File: src/rtl/witf_scoreboard.sv
// witf_scoreboard: write-in-flight table, an in-order FIFO of destination
// registers dispatched by IDU and not yet written back by WBU.
//
// Ports:
//   clk, rst           core clock (rising edge), async active-low reset
//   disp_en, rd        IDU push of a destination register
//   rs1, rs2           IDU source indices for the RAW check
//   isRAW              a valid in-flight entry matches rs1/rs2 (comb)
//   witf_full          count == DEPTH, registered state only
//   wb_en, wb_rd       WBU retire of the head entry
//   witf_empty         count == 0
//   witf_err           sticky overflow/underflow/mismatch flag
//
// Option macro WITF_WB_BYPASS_EN: when defined, the head entry is left out
// of the RAW compare in a cycle where it is being retired.
module witf_scoreboard #(
   parameter int DEPTH = 4,
   parameter int AW    = 5
) (
   input  logic          clk,
   input  logic          rst,
   input  logic          disp_en,
   input  logic [AW-1:0] rd,
   input  logic [AW-1:0] rs1,
   input  logic [AW-1:0] rs2,
   output logic          isRAW,
   output logic          witf_full,
   input  logic          wb_en,
   input  logic [AW-1:0] wb_rd,
   output logic          witf_empty,
   output logic          witf_err
);

   localparam int PW = $clog2(DEPTH);
   localparam int CW = PW + 1;
   localparam logic [CW-1:0] FULL_CNT = CW'(DEPTH);

   logic [AW-1:0]    entry [DEPTH];
   logic [DEPTH-1:0] valid;
   logic [PW-1:0]    wr_ptr;
   logic [PW-1:0]    rd_ptr;
   logic [CW-1:0]    count;
   logic             err_q;

   logic             push;
   logic             pop;
   logic             err_set;
   logic [DEPTH-1:0] hit;

   assign witf_full  = (count == FULL_CNT);
   assign witf_empty = (count == '0);
   assign witf_err   = err_q;

   // full does not look ahead to a same-cycle pop
   assign push = disp_en & ~witf_full;
   assign pop  = wb_en & ~witf_empty;

   assign err_set = (disp_en & witf_full)
                  | (wb_en & witf_empty)
                  | (pop & (wb_rd != entry[rd_ptr]));

   always_comb begin
      hit = '0;
      for (int i = 0; i < DEPTH; i++) begin
         hit[i] = valid[i]
                & (((rs1 != '0) & (entry[i] == rs1))
                |  ((rs2 != '0) & (entry[i] == rs2)));
`ifdef WITF_WB_BYPASS_EN
         // regfile write-through covers the retiring head
         if (pop && (rd_ptr == PW'(i)))
            hit[i] = 1'b0;
`endif
      end
   end

   assign isRAW = |hit;

   always_ff @(posedge clk or negedge rst) begin
      if (!rst) begin
         valid  <= '0;
         wr_ptr <= '0;
         rd_ptr <= '0;
         count  <= '0;
         err_q  <= 1'b0;
      end else begin
         if (pop) begin
            valid[rd_ptr] <= 1'b0;
            rd_ptr        <= rd_ptr + 1'b1;
         end
         if (push) begin
            valid[wr_ptr] <= 1'b1;
            wr_ptr        <= wr_ptr + 1'b1;
         end
         if (push && !pop)
            count <= count + 1'b1;
         else if (pop && !push)
            count <= count - 1'b1;
         if (err_set)
            err_q <= 1'b1;
      end
   end

   // entry payload needs no reset; valid qualifies it
   always_ff @(posedge clk) begin
      if (push)
         entry[wr_ptr] <= rd;
   end

endmodule

File: config.mk
export PLATFORM = sky130hd
export DESIGN_NAME = witf_scoreboard
export DESIGN_NICKNAME = d
export VERILOG_FILES = /design/src/rtl/witf_scoreboard.sv
export SDC_FILE = /design/constraint.sdc
export NUM_CORES = 1
export LEC_CHECK = 0
export CAP_MARGIN = 20
export CORE_UTILIZATION = 58
export DETAILED_ROUTE_END_ITERATION = 16
export PLACE_DENSITY = 0.94
export SLEW_MARGIN = 5
export SYNTH_ARGS = -nofsm -noshare
export SYNTH_HDL_FRONTEND = slang
export SYNTH_SLANG_ARGS = --single-unit
File: constraint.sdc
create_clock -name clk -period 4.49 [get_ports clk]
set_input_delay 0.898 -clock clk [delete_from_list [all_inputs] [get_ports clk]]
set_output_delay 0.898 -clock clk [all_outputs]
set_load 0.02 [all_outputs]
# --- Yosys cells after proc, flatten, opt, wreduce, memory -nomap -nowiden ---
# Memories as Yosys holds them, arrays and structs flattened.
# Cells that the tools add are included.
totals:
  reg_bits: 12
  latch_bits: 0
  ramBits: 20
  rom_bits: 0
  out_inout_bits: 4
  word_cells: 73
  n_memories: 1
classes:
  add_sub_neg: 4
  n_mul: 0
  div: 0
  n_lt_le_gt_ge: 4
  eq_ne: 10
  shifts: 0
  mux: 10
  bitwise_logic: 28
  n_reduce_logical: 11
memory_table:
  columns: ["memory", "words", "word_bits", "read_ports", "rd_clocked_by_memory_dff", "write_ports", "line", "rtl"]
  rows:
  - ["entry", 4, 5, 5, 0, 1, "38", "logic [AW-1:0] entry [DEPTH];"]
op_table:
  columns: ["op", "n"]
  rows:
  - ["$eq A5 B5 Y1", 8]
  - ["$and A1 B1 Y1", 17]
  - ["$reduce_bool A5 Y1", 2]
  - ["$mux W4", 2]
  - ["$lt A2 B3 Y1 const B", 2]
  - ["$mux W3", 2]
  - ["$or A1 B1 Y1", 6]
  - ["$ne A5 B5 Y1", 1]
  - ["$add A2 B1 Y2 const B", 2]
  - ["$and A4 B4 Y4", 1]
  - ["$demux W1 S2", 2]
  - ["$ge A2 B1 Y1 const B", 2]
  - ["$logic_and A1 B1 Y1", 4]
  - ["$mux W1", 4]
  - ["$not A4 Y4", 1]
  - ["$or A4 B4 Y4", 1]
  - ["$reduce_or A4 Y1", 1]
  - ["$add A3 B1 Y3 const B", 1]
  - ["$eq A3 B3 Y1 const B", 1]
  - ["$logic_not A3 Y1", 1]
  - ["$sub A3 B1 Y3 const B", 1]
  - ["$logic_not A1 Y1", 2]
  - ["$not A1 Y1", 2]
  - ["$reduce_bool A2 Y1", 1]

# --- Logic depth before layout (Yosys ltp) ---
# Gate-level depths: netlist of the first run.
depth:
  word_depth: 9
  mapped_depth: 10
  mapped_depth_nobuf: 9

# --- Worst setup path before layout of the first run ---
# Ideal clock, no wire load.
synth_path:
  kind: "input-to-output"
  from: "in rs1[1]"
  to: "out isRAW"
  arrival_time_ps: 2208
  setup_slack_ps: 1384
  path_stages: 6
  path_cell_list: "clkbuf_1 -> or4_1 -> nor2_1 -> nor4_1 -> o21ai_0 -> nand4_1"
synth_between:
  elab_chain_len: 5
  elab_cells_between_ends: 18
  classes_between: "eq/ne: 4; bitwise: 12; reduce/logical: 2"
synth_lines:
  columns: ["item", "line", "rtl"]
  rows:
  - ["start: declaration", "24", "input logic [AW-1:0] rs1,"]
  - ["$eq A5 B5 Y1 / $reduce_bool A5 Y1 (equally long branches)", "66", "& (((rs1 != '0) & (entry[i] == rs1))"]
  - ["$and A1 B1 Y1", "66", null]
  - ["$or A1 B1 Y1", "67", "| ((rs2 != '0) & (entry[i] == rs2)));"]
  - ["$and A1 B1 Y1", "66", null]
  - ["$reduce_or A4 Y1 *", "76", "assign isRAW = |hit;"]
  - ["end: declaration", "26", "output logic isRAW,"]
# Mark *: on every way between the ends. The rest lies on a longest branch, timed or not.

# --- Worst setup path after layout of the first run ---
layout_path:
  from: "in rs1[2]"
  to: "out isRAW"
# Same word-level chain as after synthesis.

==> results of run 1 <==
==> state kept, by name, summed over array words and instances, names as in the netlist <==
| name | cells |
|---|---|
| valid | 4 |
| wr_ptr | 2 |
| witf_err | 1 |
| entry | 20 |
| count | 3 |
| rd_ptr | 2 |
==> worst paths after layout <==
path,to,slack [ps],start,depth (start not counted)
max,isRAW,290,rs1[2],7
max in group asynchronous,valid[1]$_DFF_PN0_,3220,rst,1
min in group asynchronous,count[2]$_DFFE_PN0P_,910,rst,1
max reg2reg,count[1]$_DFFE_PN0P_,2220,count[0]$_DFFE_PN0P_,7
min reg2reg,witf_err$_DFFE_PN0P_,490,witf_err$_DFFE_PN0P_,2
min,witf_err$_DFFE_PN0P_,490,witf_err$_DFFE_PN0P_,2
==> area by class of cell <==
type,instances,area (um^2),area share (%)
clock buffer,6,41.29,1.801
clock inverter,2,11.26,0.4913
inverter,6,22.52,0.9825
multi-input combinational,116,991.0,43.23
sequential,32,900.9,39.30
tap,44,55.05,2.402
timing repair buffer,27,270.3,11.79
==> per-layer routing <==
| metal | up-vias | GRT usage [%] | part of all wire [%] | wire length, um |
|---|---|---|---|---|
| li1 | 617 | - | - | - |
| met2 | 67 | 47.41 | 51 | 2222 |
| met4 | 0 | 9.635 | 2.7 | 116 |
| met5 | - | 0 | 0 | 0 |
| met1 | 644 | 35.43 | 40 | 1730 |
| met3 | 17 | 7.036 | 6.0 | 260 |
==> cell families (layout without fill, tap and decap cells) <==
group | after synthesis | in the layout | synth area share, %
adder cells (fa/ha/maj) | 10 | 10 | 6.713
multiplexers | 6 | 6 | 7.220
buffers and inverters | 19 | 41 | 4.243
AND/OR/NAND/NOR | 38 | 38 | 10.39
XOR/XNOR | 50 | 50 | 22.17
flip-flops | 32 | 32 | 45.60
AO/OA/AOI/OAI | 12 | 12 | 3.673
==> stage by stage <==
step | hold WS [ps] | util (%)
after floorplan | 443.3 | -
after global placement | 461.5 | 71.03
after detailed placement | 463.1 | 71.03
after CTS | 491.3 | 72.70
after global routing | 513.3 | 72.70
final | 493.3 | 72.70
==> power groups by stage <==
stage / clock [uW] / combinational, uW / sequential, uW
after global routing: 173 / 490 / 520
final: 157 / 431 / 513
after floorplan: 0 / 342 / 474
after CTS: 159 / 437 / 507
after global placement: 0 / 404 / 507
after detailed placement: 0 / 432 / 515
==> worst max-delay path, cell delays in order <==
cell	delay, ps
clkdlybuf4s50_1	560
or4_1	570
nor2_1	240
nor4_1	110
o21ai_0	210
nand4_1	150
clkdlybuf4s50_1	560
==> placed cells by master (no fill, tap or decap), drive strengths merged, types with 4 or more instances in the layout <==
master / n
xor2: 19
o21ai: 6
clkdlybuf4s50: 27
mux4: 5
xnor2: 31
a21o: 4
nand2: 7
clkbuf: 6
ha: 9
dfrtp: 12
inv: 6
nor4: 8
and2: 4
edfxtp: 20
nand3: 8
==> summary.txt, run 1 <==
Flow run
  – Max Cap Viol: 0

Pwr
  – Internal: a little under 700 uW
  – VDD IR max: around 0.32 mV
  – Total power draw: 1102 uW
  – Seq pwr share: between 40% and 50%
  – Part of the power in combinational logic: just under 40%
  – Psw: a little over 400 uW
  – Switching share of power: about 37%
  – Power Density: slightly below 500 nW/um^2
  – Clock group share of total power: between 10% and 20%
  – LEAKAGE: roughly 0.00085 uW

Floorplanning
  – Die height: between 60 and 70 um
  – Core area: between 3000 and 4000 um^2
  – # rows: 20
  – IO Pins: 28
  – Full die area: 3644 um^2
  – Die width: around 60 um
  – Starting Density: 62.66%

Synthesis
  – Top cells by area, synth: edfxtp_1 (30%), dfrtp_1 (15%), xnor2_1 (14%), xor2_1 (8.4%), mux4_1 (6.6%)
  – Post-synth top area share: a little under a third
  – Commonest cells in the netlist: xnor2_1 (31), edfxtp_1 (20), xor2_1 (19)
  – Post-synth ARST share: 37.50%
  – Synth Register Bits: 32
  – Top_reg_cell synth: edfxtp_1
  – Area leader, netlist: edfxtp_1
  – Area of the mapped netlist: between 1500 and 2000 um^2
  – Yosys warns: 0
  – Avg Inst Size Synth: 11.83 um^2
  – Most frequent cell after synthesis: xnor2_1
  – Syn Nets: between 200 and 250
  – Unique cell type count in the Yosys netlist: 28
  – Cell count after synthesis: 167
  – Number of synthesized flops with an enable pin: 20
  – Register area share after synthesis: between 40 and 50%

Global routing
  – Vias in the first global route: 1368
  – Pin count of the biggest net entering global routing: 13
  – Initial antenna violation count: 0
  – GRT Resource Usage Total: roughly 28%
  – GRT overflow: 0
  – First-pass GRT wire length: between 7000 and 8000 um

Cells and area
  – Fillers: roughly 230
  – Post-layout nets: 222
  – Area delta synth->final: 16.02%
  – Post-route cell area: roughly 2300 um^2
  – Non-filler cells, final: roughly 230
  – Number of diodes: 0
  – Layout cells sized above 1: approximately 3.7%

Worst setup path
  – Critical path startpoint category: primary input
  – WP data arrival: roughly 3300 ps
  – CP max FO: 5
  – Req. time, crit path: about 3600 ps
  – Setup CP Type: primary input to output pin
  – Critical path endpoint category: output pin

CTS
  – CTS max path bufs: 2
  – Num CTS Buffers: 5
  – Clk root buf: clkbuf_4
  – CTS tree: done
  – # H-tree levels: 2
  – Clk sinks: 32
  – # resized after CTS: 0
  – Clock slew at reported path FFs: about 100 ps
  – Worst-skew pair later-pin latency: 330 ps
  – Number of hold buffers added after CTS: 0
  – Setup repair bufs after CTS: 0

Outcome
  – Outcome: completed

Route
  – DRC viols: 0
  – Via density: ~5.8
  – Drt first pass iters: 4
  – Final wirelength: ~4300 um
  – Vias: between 1000 and 1500
  – DRT iter0 DRCs: 178
  – ANT nets after route: 0
  – WL/cell: 18.58 um

STA
  – Final Hold Fails: 0
  – Min Tclk post-route: about 4200 ps
  – Skew final: around 6 ps
  – Setup violators final: 0
  – Worst-Margin Slew: 619.2 ps
  – Final Max Slew Viols: 0
  – Final period utilization: about 94%
  – Slew headroom: around three fifths
  – Fmax: ~240 MHz
  – Post-route setup slack: between 200 and 300 ps
  – Setup tns final: 0 ps
  – Unrepaired setup endpoints after global routing: no

Placed design
  – GPL Wtd Cong: between 0.9 and 1
  – Port buffer count: 27
  – Placed inst area: around 2200 um^2
  – Cell count after placement: about 230
  – Hpwl dp: between 3000 and 4000 um
  – Post-place setup slack: roughly 320 ps

Hold path
  – Min-delay worst type: flip-flop to flip-flop
No activity file was read; power rests on OpenSTA's default activity.
==> inputs of run 2 (changes only) <==
--- a/config.mk
+++ b/config.mk
@@ -6,9 +6,11 @@
 export NUM_CORES = 1
 export LEC_CHECK = 0
 export CAP_MARGIN = 20
-export CORE_UTILIZATION = 58
+export CORE_UTILIZATION = 61
+export CTS_BUF_LIST = sky130_fd_sc_hd__clkbuf_4 sky130_fd_sc_hd__clkbuf_8
+export CTS_CLUSTER_DIAMETER = 100
 export DETAILED_ROUTE_END_ITERATION = 16
-export PLACE_DENSITY = 0.94
+export PLACE_DENSITY = 0.95
 export SLEW_MARGIN = 5
 export SYNTH_ARGS = -nofsm -noshare
 export SYNTH_HDL_FRONTEND = slang
==> run 2 against run 1 <==
Against the previous run:
- first-iteration DRC count shrank 56%
- clock skew grew 0.54 ps
- final cell count is the same
- die area shrank 4.8%
- final area grew 0.16%
- clock power is essentially flat
- clock-buffer cell count grew 1
- setup slack gained 110 ps
- power grew 0.35%
- critical path type unchanged
==> summary.txt, run 2 (synthesis results as in run 1) <==
STA
  – Unrepaired setup endpoints after global routing: no
  – Final Max Slew Viols: 0 (unchanged)
  – Min Tclk post-route: 4098 ps (-105.5 ps)
  – Setup tns final: 0 ps (unchanged)
  – Slew headroom: 58.79% (+0.15 points)
  – Final Hold Fails: 0 (unchanged)
  – Setup violators final: 0 (unchanged)
  – Final period utilization: 91.27% (-2.4 points)
  – Worst-Margin Slew: 616.2 ps (-2.931 ps)
  – Skew final: 6.510 ps (+0.5421 ps)
  – Fmax: 244.0 MHz (+2.6%)

Cells and area
  – Most frequent cells in the layout: xnor2_1 (31), clkdlybuf4s50_1 (27), edfxtp_1 (20)
  – Layout cells sized above 1: 4.233% (+0.53 points)
  – Top flop regs: entry (20), valid (4), count (3)
  – Largest Register: entry
  – Number of diodes: 0 (unchanged)
  – Fillers: 232 (+1.3%)
  – Max FFs per register: 20 (unchanged)
  – Commonest non-fill, non-tap cell in the layout: xnor2_1
  – Non-filler cells, final: 233 (unchanged)
  – Post-layout nets: 222 (unchanged)
  – Area delta synth->final: 16.21%

Route
  – ANT nets after route: 0 (unchanged)
  – Final wirelength: 4199 um (-3.0%)
  – WL/cell: 18.02 um (-3.0%)
  – DRC viols: 0 (unchanged)
  – Drt first pass iters: 5 (+1)
  – Vias: 1316 (-2.2%)
  – Via density: 5.648 (-2.2%)
  – DRT iter0 DRCs: 78 (-56%)

Worst setup path
  – Req. time, crit path: 3590 ps (about the same)
  – Critical path startpoint category: primary input
  – CP max FO: 5 (unchanged)
  – Reg2reg path depth: 9 (+2)
  – Reg2Reg Setup Slack: 2170 ps (-50 ps)
  – WP data arrival: 3200 ps (-110 ps)
  – Setup CP Type: primary input to output pin
  – Reg2reg start: count[0]$_DFFE_PN0P_
  – Critical path endpoint category: output pin
  – Reg2reg end: count[2]$_DFFE_PN0P_

CTS
  – Number of hold buffers added after CTS: 0 (unchanged)
  – CTS tree: done
  – Setup repair bufs after CTS: 0 (unchanged)
  – # resized after CTS: 0 (unchanged)
  – Num CTS Buffers: 5 (unchanged)
  – Clock slew at reported path FFs: 90 ps (about the same)
  – CTS max path bufs: 2 (unchanged)
  – Worst-skew pair later-pin latency: 320 ps (about the same)
  – Clk sinks: 32 (unchanged)
  – Clk root buf: clkbuf_4
  – # H-tree levels: 2 (unchanged)

Flow run
  – Max Cap Viol: 0 (unchanged)

Placed design
  – GPL Wtd Cong: 0.9359 (+3.2%)
  – Port buffer count: 27 (unchanged)
  – Cell count after placement: 225 (unchanged)
  – Hpwl dp: 3304 um (-2.4%)

Outcome
  – Outcome: completed

Floorplanning
  – Full die area: 3470 um^2 (-4.8%)
  – Starting Density: 64.71% (+2.1 points)
  – IO Pins: 28 (unchanged)
  – # rows: 20 (unchanged)
  – Core area: 3053 um^2 (-3.2%)
  – Die width: 58.91 um (-2.4%)
  – Die height: 58.91 um (-2.4%)

Pwr
  – Seq pwr share: 46.5% (about the same)
  – Switching share of power: 36.07% (-0.93 points)
  – Internal: 706.7 uW (+1.8%)
  – Part of the power in combinational logic: 39.1% (about the same)
  – Psw: 398.8 uW (-2.2%)
  – VDD IR max: 0.3326 mV (+2.4%)
  – Power Density: 481.5 nW/um^2 (+0.19%)
  – Clock group share of total power: 14.4% (+0.2 points)
  – LEAKAGE: 0.0008569 uW (+0.93%)

Hold path
  – Min-delay worst type: flip-flop to flip-flop
  – Hold EP: witf_err$_DFFE_PN0P_
  – Hold_sp: witf_err$_DFFE_PN0P_
  – Cell count of the worst hold path: 2 (unchanged)

Global routing
  – GRT Resource Usage Total: 27.84% (-0.27 points)
  – Vias in the first global route: 1389 (+1.5%)
  – Pin count of the biggest net entering global routing: 13 (unchanged)
  – First-pass GRT wire length: 6679 um (-4.9%)
  – GRT overflow: 0 (unchanged)
  – Initial antenna violation count: 0 (unchanged)
-- run 2: changes by cell type in the layout (fill, tap and decap cells not counted), sizes merged --
cell      before  now
clkbuf         6    7
clkinvlp       1    0
-- run 2: final cells by class --
class / instances / area (um^2) / area share (%)
clock buffer: 7 / 52.55 / 2.289
clock inverter: 1 / 3.754 / 0.1635
inverter: 6 / 22.52 / 0.9809
multi-input combinational: 116 / 991.0 / 43.16
sequential: 32 / 900.9 / 39.24
tap: 44 / 55.05 / 2.398
timing repair buffer: 27 / 270.3 / 11.77
-- run 2: per-layer routing --
metal	track usage, %	wire length (um)	part of all wire (%)
met5	0	0	0
met4	13.95	152	3.6
met3	6.813	148	3.5
met2	46.10	2104	50
met1	33.97	1793	43
-- run 2: through the flow --
stage                     hold slack [ps]  area, um^2  util [%]  setup WS (ps)  total power, uW
final                               481.4        2296     75.20          392.0             1105
after global routing                488.9        2296     75.20          254.2             1175
after CTS                           476.7        2296     75.20          416.0             1112
after detailed placement            452.1        2240     73.36          421.0            952.8
after global placement              444.0        2240     73.36          499.3            916.4
after floorplan                     443.3        1976         -           1384            816.2
-- run 2: worst max-delay path, stage by stage --
cell and delay (ps):
clkdlybuf4s50_1 560, or4_1 560, nor2_1 220, nor4_1 100
o21ai_0 200, nand4_1 120, clkdlybuf4s50_1 550
-- run 2: how the worst max path moves through the flow --
stage	from	endpoint	slack [ps]	cells past startpoint
after floorplan	rs1[1]	isRAW	1380	6
after global placement	rs2[1]	isRAW	500	7
after detailed placement	rs2[1]	isRAW	420	7
after CTS	rs2[1]	isRAW	420	7
after global routing	rs2[1]	isRAW	250	7
final	rs2[1]	isRAW	390	7
-- run 2: power by group through the flow --
stage          clock network (uW)  registers [uW]  logic (uW)
6_report                      159             514         432
4_1_cts                       162             511         439
2_1_floorplan                   0             474         342
3_5_place_dp                    0             517         436
5_1_grt                       176             524         476
3_3_place_gp                    0             509         407
